### config.mk
export PLATFORM = sky130hd
export DESIGN_NAME = hack_loader_flat
export DESIGN_NICKNAME = d
export VERILOG_FILES = /design/src/rtl/hack_pkg.sv /design/src/rtl/hack_loader_if.sv /design/src/rtl/hack_loader.sv /design/src/flat_wrapper.sv
export SDC_FILE = /design/constraint.sdc
export NUM_CORES = 1
export LEC_CHECK = 0
export ABC_AREA = 1
export CORE_MARGIN = 4
export CORE_UTILIZATION = 40
export CTS_CLUSTER_SIZE = 10
export DETAILED_ROUTE_END_ITERATION = 8
export PLACE_DENSITY = 0.69
export SYNTH_ARGS = -nofsm -noshare
export SYNTH_HDL_FRONTEND = slang
export SYNTH_SLANG_ARGS = --single-unit
export TNS_END_PERCENT = 20
### constraint.sdc
create_clock -name clk -period 4.06 [get_ports clk]
set_input_delay 0.406 -clock clk [delete_from_list [all_inputs] [get_ports clk]]
set_output_delay 0.406 -clock clk [all_outputs]
set_load 0.005 [all_outputs]
### src/rtl/hack_pkg.sv
// Shared types and defaults for the Hack program loader.
// The byte stream carries big-endian 16-bit words and a 16-bit length header.
package hack_pkg;

    localparam int unsigned ADDR_W_DEF    = 15;
    localparam int unsigned DATA_W_DEF    = 16;
    localparam int unsigned MAX_WORDS_DEF = 32768;
    localparam int unsigned BYTE_W        = 8;
    localparam int unsigned CNT_W         = 16;

    typedef enum logic [2:0] {
        ST_LEN_HI,
        ST_LEN_LO,
        ST_DATA_HI,
        ST_DATA_LO,
        ST_WRITE,
        ST_RUN,
        ST_ERROR
    } state_t;

    // One instruction word as it arrives on the byte stream.
    typedef struct packed {
        logic [BYTE_W-1:0] hi;
        logic [BYTE_W-1:0] lo;
    } word_t;

endpackage

### src/rtl/hack_loader_if.sv
// Byte-stream input and instruction-ROM write bus of the loader.
// master = byte source / ROM side, slave = loader.
interface hack_loader_if #(
    parameter int unsigned ADDR_W = 15,
    parameter int unsigned DATA_W = 16
);
    logic              rx_valid;
    logic [7:0]        rx_data;
    logic              rx_ready;
    logic              rom_we;
    logic [ADDR_W-1:0] rom_addr;
    logic [DATA_W-1:0] rom_wdata;

    modport master (
        output rx_valid,
        output rx_data,
        input  rx_ready,
        input  rom_we,
        input  rom_addr,
        input  rom_wdata
    );

    modport slave (
        input  rx_valid,
        input  rx_data,
        output rx_ready,
        output rom_we,
        output rom_addr,
        output rom_wdata
    );
endinterface

### src/rtl/hack_loader.sv
// Loads a length-prefixed big-endian word stream into the instruction ROM
// and holds the CPU in reset until a complete program is present.
module hack_loader
    import hack_pkg::*;
#(
    parameter int unsigned ADDR_W    = ADDR_W_DEF,
    parameter int unsigned DATA_W    = DATA_W_DEF,
    parameter int unsigned MAX_WORDS = MAX_WORDS_DEF
) (
    input  logic         clk,
    input  logic         reset_n,
    hack_loader_if.slave bus,
    input  logic         load_req,
    output logic         cpu_reset,
    output logic         busy,
    output logic         error
);

    state_t              state_q, state_d;
    logic [ADDR_W-1:0]   addr_q, addr_d;
    word_t               word_q, word_d;
    logic [BYTE_W-1:0]   len_hi_q, len_hi_d;
    logic [CNT_W-1:0]    count_q, count_d;
    logic                ready_q, ready_d;
    logic                we_q, we_d;
    logic                cpu_reset_q, cpu_reset_d;
    logic                busy_q, busy_d;
    logic                error_q, error_d;

    logic                hs;
    logic [CNT_W-1:0]    len;

    assign hs  = bus.rx_valid && ready_q;
    assign len = {len_hi_q, bus.rx_data};

    // Next state, datapath updates and registered-output decode of the next state.
    always_comb begin
        state_d  = state_q;
        addr_d   = addr_q;
        word_d   = word_q;
        len_hi_d = len_hi_q;
        count_d  = count_q;

        case (state_q)
            ST_LEN_HI: begin
                if (hs) begin
                    len_hi_d = bus.rx_data;
                    state_d  = ST_LEN_LO;
                end
            end
            ST_LEN_LO: begin
                if (hs) begin
                    if (len == '0) begin
                        state_d = ST_RUN;
                    end else if (32'(len) > 32'(MAX_WORDS)) begin
                        state_d = ST_ERROR;
                    end else begin
                        count_d = len;
                        addr_d  = '0;
                        state_d = ST_DATA_HI;
                    end
                end
            end
            ST_DATA_HI: begin
                if (hs) begin
                    word_d.hi = bus.rx_data;
                    state_d   = ST_DATA_LO;
                end
            end
            ST_DATA_LO: begin
                if (hs) begin
                    word_d.lo = bus.rx_data;
                    state_d   = ST_WRITE;
                end
            end
            ST_WRITE: begin
                // Address wraps naturally after the last word of a full-size image.
                addr_d  = ADDR_W'(addr_q + ADDR_W'(1));
                count_d = CNT_W'(count_q - CNT_W'(1));
                state_d = (count_q == CNT_W'(1)) ? ST_RUN : ST_DATA_HI;
            end
            ST_RUN, ST_ERROR: begin
                if (load_req) begin
                    state_d = ST_LEN_HI;
                end
            end
            default: begin
                state_d = ST_LEN_HI;
            end
        endcase

        ready_d     = (state_d == ST_LEN_HI)  || (state_d == ST_LEN_LO) ||
                      (state_d == ST_DATA_HI) || (state_d == ST_DATA_LO);
        we_d        = (state_d == ST_WRITE);
        cpu_reset_d = (state_d != ST_RUN);
        busy_d      = ready_d || we_d;
        error_d     = (state_d == ST_ERROR);
    end

    always_ff @(posedge clk) begin
        if (!reset_n) begin
            state_q     <= ST_LEN_HI;
            addr_q      <= '0;
            word_q      <= '0;
            len_hi_q    <= '0;
            count_q     <= '0;
            ready_q     <= 1'b1;
            we_q        <= 1'b0;
            cpu_reset_q <= 1'b1;
            busy_q      <= 1'b1;
            error_q     <= 1'b0;
        end else begin
            state_q     <= state_d;
            addr_q      <= addr_d;
            word_q      <= word_d;
            len_hi_q    <= len_hi_d;
            count_q     <= count_d;
            ready_q     <= ready_d;
            we_q        <= we_d;
            cpu_reset_q <= cpu_reset_d;
            busy_q      <= busy_d;
            error_q     <= error_d;
        end
    end

    assign bus.rx_ready  = ready_q;
    assign bus.rom_we    = we_q;
    assign bus.rom_addr  = addr_q;
    assign bus.rom_wdata = DATA_W'(word_q);
    assign cpu_reset     = cpu_reset_q;
    assign busy          = busy_q;
    assign error         = error_q;

endmodule

### src/flat_wrapper.sv
// flat-port wrapper written by rule: the top's interface ports become plain ports
module hack_loader_flat import hack_pkg::*;
#(
    parameter int unsigned ADDR_W    = ADDR_W_DEF,
    parameter int unsigned DATA_W    = DATA_W_DEF,
    parameter int unsigned MAX_WORDS = MAX_WORDS_DEF
)
  (clk, reset_n, load_req, cpu_reset, busy, error, bus_rx_valid, bus_rx_data, bus_rx_ready, bus_rom_we, bus_rom_addr, bus_rom_wdata);
  hack_loader_if #(.ADDR_W(ADDR_W), .DATA_W(DATA_W)) bus_i ();
  input  logic clk;
  input  logic reset_n;
  input  logic load_req;
  output logic cpu_reset;
  output logic busy;
  output logic error;
  input wire logic [$bits(bus_i.rx_valid)-1:0] bus_rx_valid;
  input wire logic [$bits(bus_i.rx_data)-1:0] bus_rx_data;
  output wire logic [$bits(bus_i.rx_ready)-1:0] bus_rx_ready;
  output wire logic [$bits(bus_i.rom_we)-1:0] bus_rom_we;
  output wire logic [$bits(bus_i.rom_addr)-1:0] bus_rom_addr;
  output wire logic [$bits(bus_i.rom_wdata)-1:0] bus_rom_wdata;
  assign bus_i.rx_valid = bus_rx_valid;
  assign bus_i.rx_data = bus_rx_data;
  assign bus_rx_ready = bus_i.rx_ready;
  assign bus_rom_we = bus_i.rom_we;
  assign bus_rom_addr = bus_i.rom_addr;
  assign bus_rom_wdata = bus_i.rom_wdata;
  hack_loader #(.ADDR_W(ADDR_W), .DATA_W(DATA_W), .MAX_WORDS(MAX_WORDS)) u_core (.clk(clk), .reset_n(reset_n), .bus(bus_i), .load_req(load_req), .cpu_reset(cpu_reset), .busy(busy), .error(error));
endmodule
== After elaboration in Yosys (flattened, before gate mapping) ==
Cells that the tools add are included.

* Bits in registers: 63
* Latch bits: 0
* Memory bits (writable): 0
* Bits in read-only memories: 0
* Input port bits: 12
* Output and inout port bits: 36
* Logic and storage cells: 61
* Memories: 0

* Add/subtract/negate cells: 2
* Multipliers: 0
* Div/mod/pow operators: 0
* Magnitude comparators: 1
* Equal/unequal tests: 16
* Shift operators: 0
* Mux-type cells: 17
* Bitwise operators: 0
* Reductions and logical operators: 14

{| class="wikitable"
|+ Operator list
! kind !! count
|-
| $mux 16 || 3
|-
| $mux 15 || 3
|-
| $pmux 16 s2 || 1
|-
| $pmux 15 s2 || 1
|-
| $mux 3 || 8
|-
| $pmux 3 s6 || 1
|-
| $eq 16x1->1 const B || 1
|-
| $gt 16x16->1 const B || 1
|-
| $logic_not 16->1 || 1
|-
| $sub 16x1->16 const B || 1
|-
| $add 15x1->15 const B || 1
|-
| $eq 3x3->1 const B || 5
|-
| $eq 3x2->1 const B || 4
|-
| $eq 3x1->1 const B || 2
|-
| $logic_not 3->1 || 2
|-
| $reduce_and 2->1 || 3
|-
| $logic_or 1x1->1 || 4
|-
| $ne 2x2->1 const B || 2
|-
| $reduce_and 4->1 || 1
|-
| $ne 3x3->1 const B || 1
|-
| $ne 2x1->1 const B || 1
|-
| $reduce_bool 2->1 || 1
|-
| $reduce_or 2->1 || 1
|-
| $logic_and 1x1->1 || 1
|}

== Longest topological paths before layout ==
* Depth in word-level cells: 10
* Depth in mapped cells: 12
* Depth with buffers taken out: 12

== Least setup slack after synthesis ==
No wires, ideal clock.

* Kind: input -> register
* Start: input bus_rx_data[0]
* End: register u_core.addr_q[0], in the netlist u_core.bus.rom_addr[0]
* Setup time: 115 ps
* Data arrival time: 1,346 ps
* Data required time: 3,945 ps
* Path slack: 2,598 ps
* Stages on the path: 9
* Path buffers: 1
* Cell sequence: nor2_1 > nand2_1 > nor2_1 > nand2_1 > nand3_1 > nand3_2 > buf_4 > o21ai_0 > inv_1

* Word-level cells in the longest chain between the ends: 3
* Elaborated cells between the ends (all ways): 5
* Those cells by class: order compare: 1; eq/ne: 2; reduce/logical: 2

{| class="wikitable"
|+ Ends and longest elaborated chain
! what !! RTL line !! source
|-
| start, declared || flat_wrapper.sv:17 || <nowiki>input wire logic [$bits(bus_i.rx_data)-1:0] bus_rx_data;</nowiki>
|-
| $gt 16x16->1 or $logic_not 16->1 (tied branches) || hack_loader.sv:55, hack_loader.sv:53 ||
|-
| $ne 2x2->1 (no source line) || - ||
|-
| $reduce_and 4->1 (no source line) * || - ||
|-
| end signal, assigned || hack_loader.sv:114 || <nowiki>addr_q <= addr_d;</nowiki>
|-
| end, declared || hack_loader.sv:20 || <nowiki>logic [ADDR_W-1:0] addr_q, addr_d;</nowiki>
|}

Mark *: on every way between the ends. The rest lies on a longest branch, timed or not.
A chain may end at the register's enable or synchronous reset.

== Worst setup path in the final report ==
* Start: input bus_rx_data[3]
* End: register u_core.count_q[0]

* Word-level cells in the longest chain between the ends: 3
* Elaborated cells between the ends (all ways): 5
* Those cells by class: order compare: 1; eq/ne: 2; reduce/logical: 2

{| class="wikitable"
|+ Ends and longest elaborated chain
! what !! RTL line !! source
|-
| $gt 16x16->1 or $logic_not 16->1 (tied branches) || hack_loader.sv:55, hack_loader.sv:53 ||
|-
| $ne 2x2->1 (no source line) || - ||
|-
| $reduce_and 4->1 (no source line) * || - ||
|-
| end signal, assigned || hack_loader.sv:117 || <nowiki>count_q <= count_d;</nowiki>
|-
| end, declared || hack_loader.sv:23 || <nowiki>logic [CNT_W-1:0] count_q, count_d;</nowiki>
|}

Marked as above.

==> impl_results.md <==
- Post-synthesis adder-cell area fraction: roughly 1.1%
- Placed insts: 661
- Die Area: between 0.009 and 0.01 sq mm
- Post-cts resize count: 0
- WHS Path Cells: 2
- CP most frequent cell: nand2_1
- Routability Congestion: 0.922
- Main synth FF type: dfxtp_1
- RSZ-0062 raised after global routing: false
- Main combinational cell family by area after synthesis: simple AND/OR/NAND/NOR gates
- Xor-xnor portion of the synthesized cell area: less than 1%
- Horiz. Die Dim: between 90 and 100 um
- Count of state elements after synthesis: 63
- Post-synthesis compound-gate area fraction: around 15%
- Origin of the worst min-delay path: u_core.count_q[1]
- Gate count after technology mapping: approximately 520
- # rows: 33
- Initial DRT Pass Iterations: 5
- Cts bufs inserted: 9
- Critical path, cell by cell: clkdlybuf4s50_1, nor2_1, nand2_1, nor2_1, nand2_1, nand2_1, nand2_1, nand3_2, o21ai_0, nor2_1
- CTS tree: yes
- CP Max Fanout: 26
- Fin util: a little under 50%
- Vert. Die Dim: 99.4 um
- Port Buf Inserts: 47
- Fin crit share: between 50% and 60%
- Mapped Avg Cell Area: approximately 6.4 sq um
- Nets: between 500 and 600
- Most common cell in the netlist: nand2_1
- Largest net degree at the start of global routing: 39
- Clk buf depth: 2
- Iteration-0 DRC Markers: about 150
- Critical Path AT: roughly 2.3 ns
- Sum Neg Setup Slack: 0 ns
- Postcts setup bufs: 0
- Tightest Pin Transition: around 0.81 ns
- Count of different cell masters after synthesis: 29
- Pwr dens: a little under 400 mW/mm^2
- Clk_skew: ~0.007 ns
- H-tree depth: 3
- Fillers: 839
- Area of the multi-input gates: ~0.0018 sq mm
- Total GRT Usage: 18.0%
- Top cells by count, synth: nand2_1 (133), nor2_1 (77), dfxtp_1 (63)
- CP required: around 4.3 ns
- Via/cell ratio: 4.99
- Initial Util: 40.9%
- EDFF count, synth: 0
- Mux contribution to synthesized area: 0%
- First-pass GRT wire length: 14.6 mm
- Area of the core: just over 0.008 sq mm
- Remaining DRCs: 0
- Final min period: a little over 2 ns
- Top post-synthesis cells by area: dfxtp_1 (38%), nand2_1 (15%), nor2_1 (8.7%)
- R2r endpoint: u_core.count_q[0]
- Max IR drop VDD: ~230 uV
- DP Wirelength: 6.07 mm
- WL final: roughly 8.7 mm
- Register area share after synthesis: ~38%
- Crit Path Category: in -> reg
- Destination of the worst hold path: u_core.count_q[1]
- Max cap viols: 0
- Vias in the first global route: between 3,000 and 4,000
- Synth area leader: dfxtp_1
- Worst-path clk slew: 0.07 ns
- R2R Path Start: u_core.state_q[0]
- Boundary pin count: 48
- Clock Sink Count: between 60 and 70
- Post-synth top area share: a little under two fifths
- Simple-gate share of the synthesized area: between 30% and 40%
- Antenna diodes: 0
- Share of cells above drive strength 1: about 6.3%
- Startpoint types: input port
- Detailed-route via count: roughly 3,400
- Routed Antenna Nets: 0
- Register area: 0.00126 sq mm
- Fmax: between 400 and 500 MHz
- Root Driver: clkbuf_8
- Reg-to-reg setup timing slack: between 2 and 2.5 ns
- Fin. Hold Viols: 0
- Area grow syn2layout: 21.7%
- Hold_buf cts: 0
- Grt total ovfl: 0
- Slew Viols, Final: 0
- Worst-Skew Late Latency: 0.34 ns
- Status: finished clean
- HP Class: reg -> reg
- FF-to-FF path depth: 6
- Yosys warnings: 0
- Initial antenna violation count: 0
- LEAKAGE: 1.74 nW
- Async SR Flop Fraction: 0%
- PnR Total Power: approximately 1.6 mW
- Worst setup EP type: register
- Average wire per standard cell: 12.8 um
- Synthesized area: between 0.003 and 0.004 sq mm
- Rel. slew slack: 46.1%
- Final setup fails: 0
- Slowest stage delay, CP: around 0.6 ns
- Finished Layout Cells: 677
- Critical Path Slowest Stage Cell: clkdlybuf4s50_1
- Syn nets: about 540
worst max-delay path: cells and delay by family:
kind | cells | cell delay, ns
simple gates | 8 | 0.97
buf+inv | 1 | 0.61
compound gates | 1 | 0.32
how the worst max path moves through the flow:
stage / slack (ns) / endpoint / depth (start not counted) / startpoint
final: 1.99 / u_core.count_q[0] / 10 / bus_rx_data[3]
after global routing: 1.74 / u_core.count_q[0] / 10 / bus_rx_data[3]
after CTS: 1.98 / u_core.count_q[3] / 10 / bus_rx_data[3]
after detailed placement: 1.61 / u_core.count_q[3] / 10 / bus_rx_data[3]
after global placement: 1.66 / u_core.bus.rom_addr[0] / 9 / bus_rx_data[3]
after floorplan: 2.60 / u_core.bus.rom_addr[0] / 9 / bus_rx_data[0]
cells by family (layout without fill, tap and decap cells):
| group | after synthesis | count (layout) |
|---|---|---|
| AO/OA/AOI/OAI | 94 | 94 |
| XOR/XNOR | 2 | 2 |
| adder cells (fa/ha/maj) | 3 | 3 |
| buffers and inverters | 75 | 124 |
| flip-flops | 63 | 63 |
| AND/OR/NAND/NOR | 286 | 286 |
area by class of cell:
type	instances	area share, %
Clock buffer	12	3.32
Clock inverter	4	1.72
Inverter	59	5.45
Multi-Input combinational cell	385	43.3
Sequential cell	63	31.0
Tap cell	105	3.23
Timing Repair Buffer	49	11.9
power breakdown:
group | internal [mW] | switching, mW | leakage (nW)
Clock | 0.345 | 0.246 | 0.104
Sequential | 0.651 | 0.0310 | 0.512
Combinational | 0.110 | 0.210 | 1.13
state kept, by name, summed over array words and instances (netlist names):
register,flops
u_core.bus.rom_addr,15
u_core.bus.rom_wdata,16
u_core.bus.rom_we,1
u_core.bus.rx_ready,1
u_core.busy,1
u_core.count_q,16
u_core.cpu_reset,1
u_core.error,1
u_core.len_hi_q,8
u_core.state_q,3
per-stage QoR:
stage	hold WS (ns)	cell area, sq um	worst slack, ns
2_1_floorplan	0.439	3340	2.60
3_3_place_gp	0.454	3860	1.66
3_5_place_dp	0.478	3860	1.61
4_1_cts	0.488	4070	1.98
5_1_grt	0.499	4070	1.74
6_report	0.484	4070	1.99
layer usage:
| layer | part of all wire [%] | up-vias | global-route usage [%] |
|---|---|---|---|
| met5 | 0 | - | 0 |
| met4 | 1.5 | 0 | 5.88 |
| met3 | 5.8 | 14 | 4.21 |
| met2 | 46 | 98 | 29.3 |
| met1 | 47 | 1505 | 23.4 |
| li1 | - | 1758 | - |
cell usage in the layout, fill, tap and decap left out:
master / count
a21oi_1: 44
a21oi_2: 4
a31o_2: 1
buf_4: 2
bufinv_16: 2
clkbuf_1: 3
clkbuf_8: 9
clkdlybuf4s50_1: 47
clkinv_1: 1
clkinv_2: 2
dfxtp_1: 63
ha_1: 3
inv_1: 58
nand2_1: 133
nand2_2: 6
nand3_1: 42
nand3_2: 1
nand3b_1: 3
nand4_1: 6
nor2_1: 77
nor2_2: 4
nor2_4: 1
nor3_1: 8
nor3b_1: 1
o21ai_0: 43
o21ai_1: 1
o31ai_1: 1
or2_2: 4
xnor2_1: 1
xor2_1: 1
No activity file was read; power rests on OpenSTA's default activity.
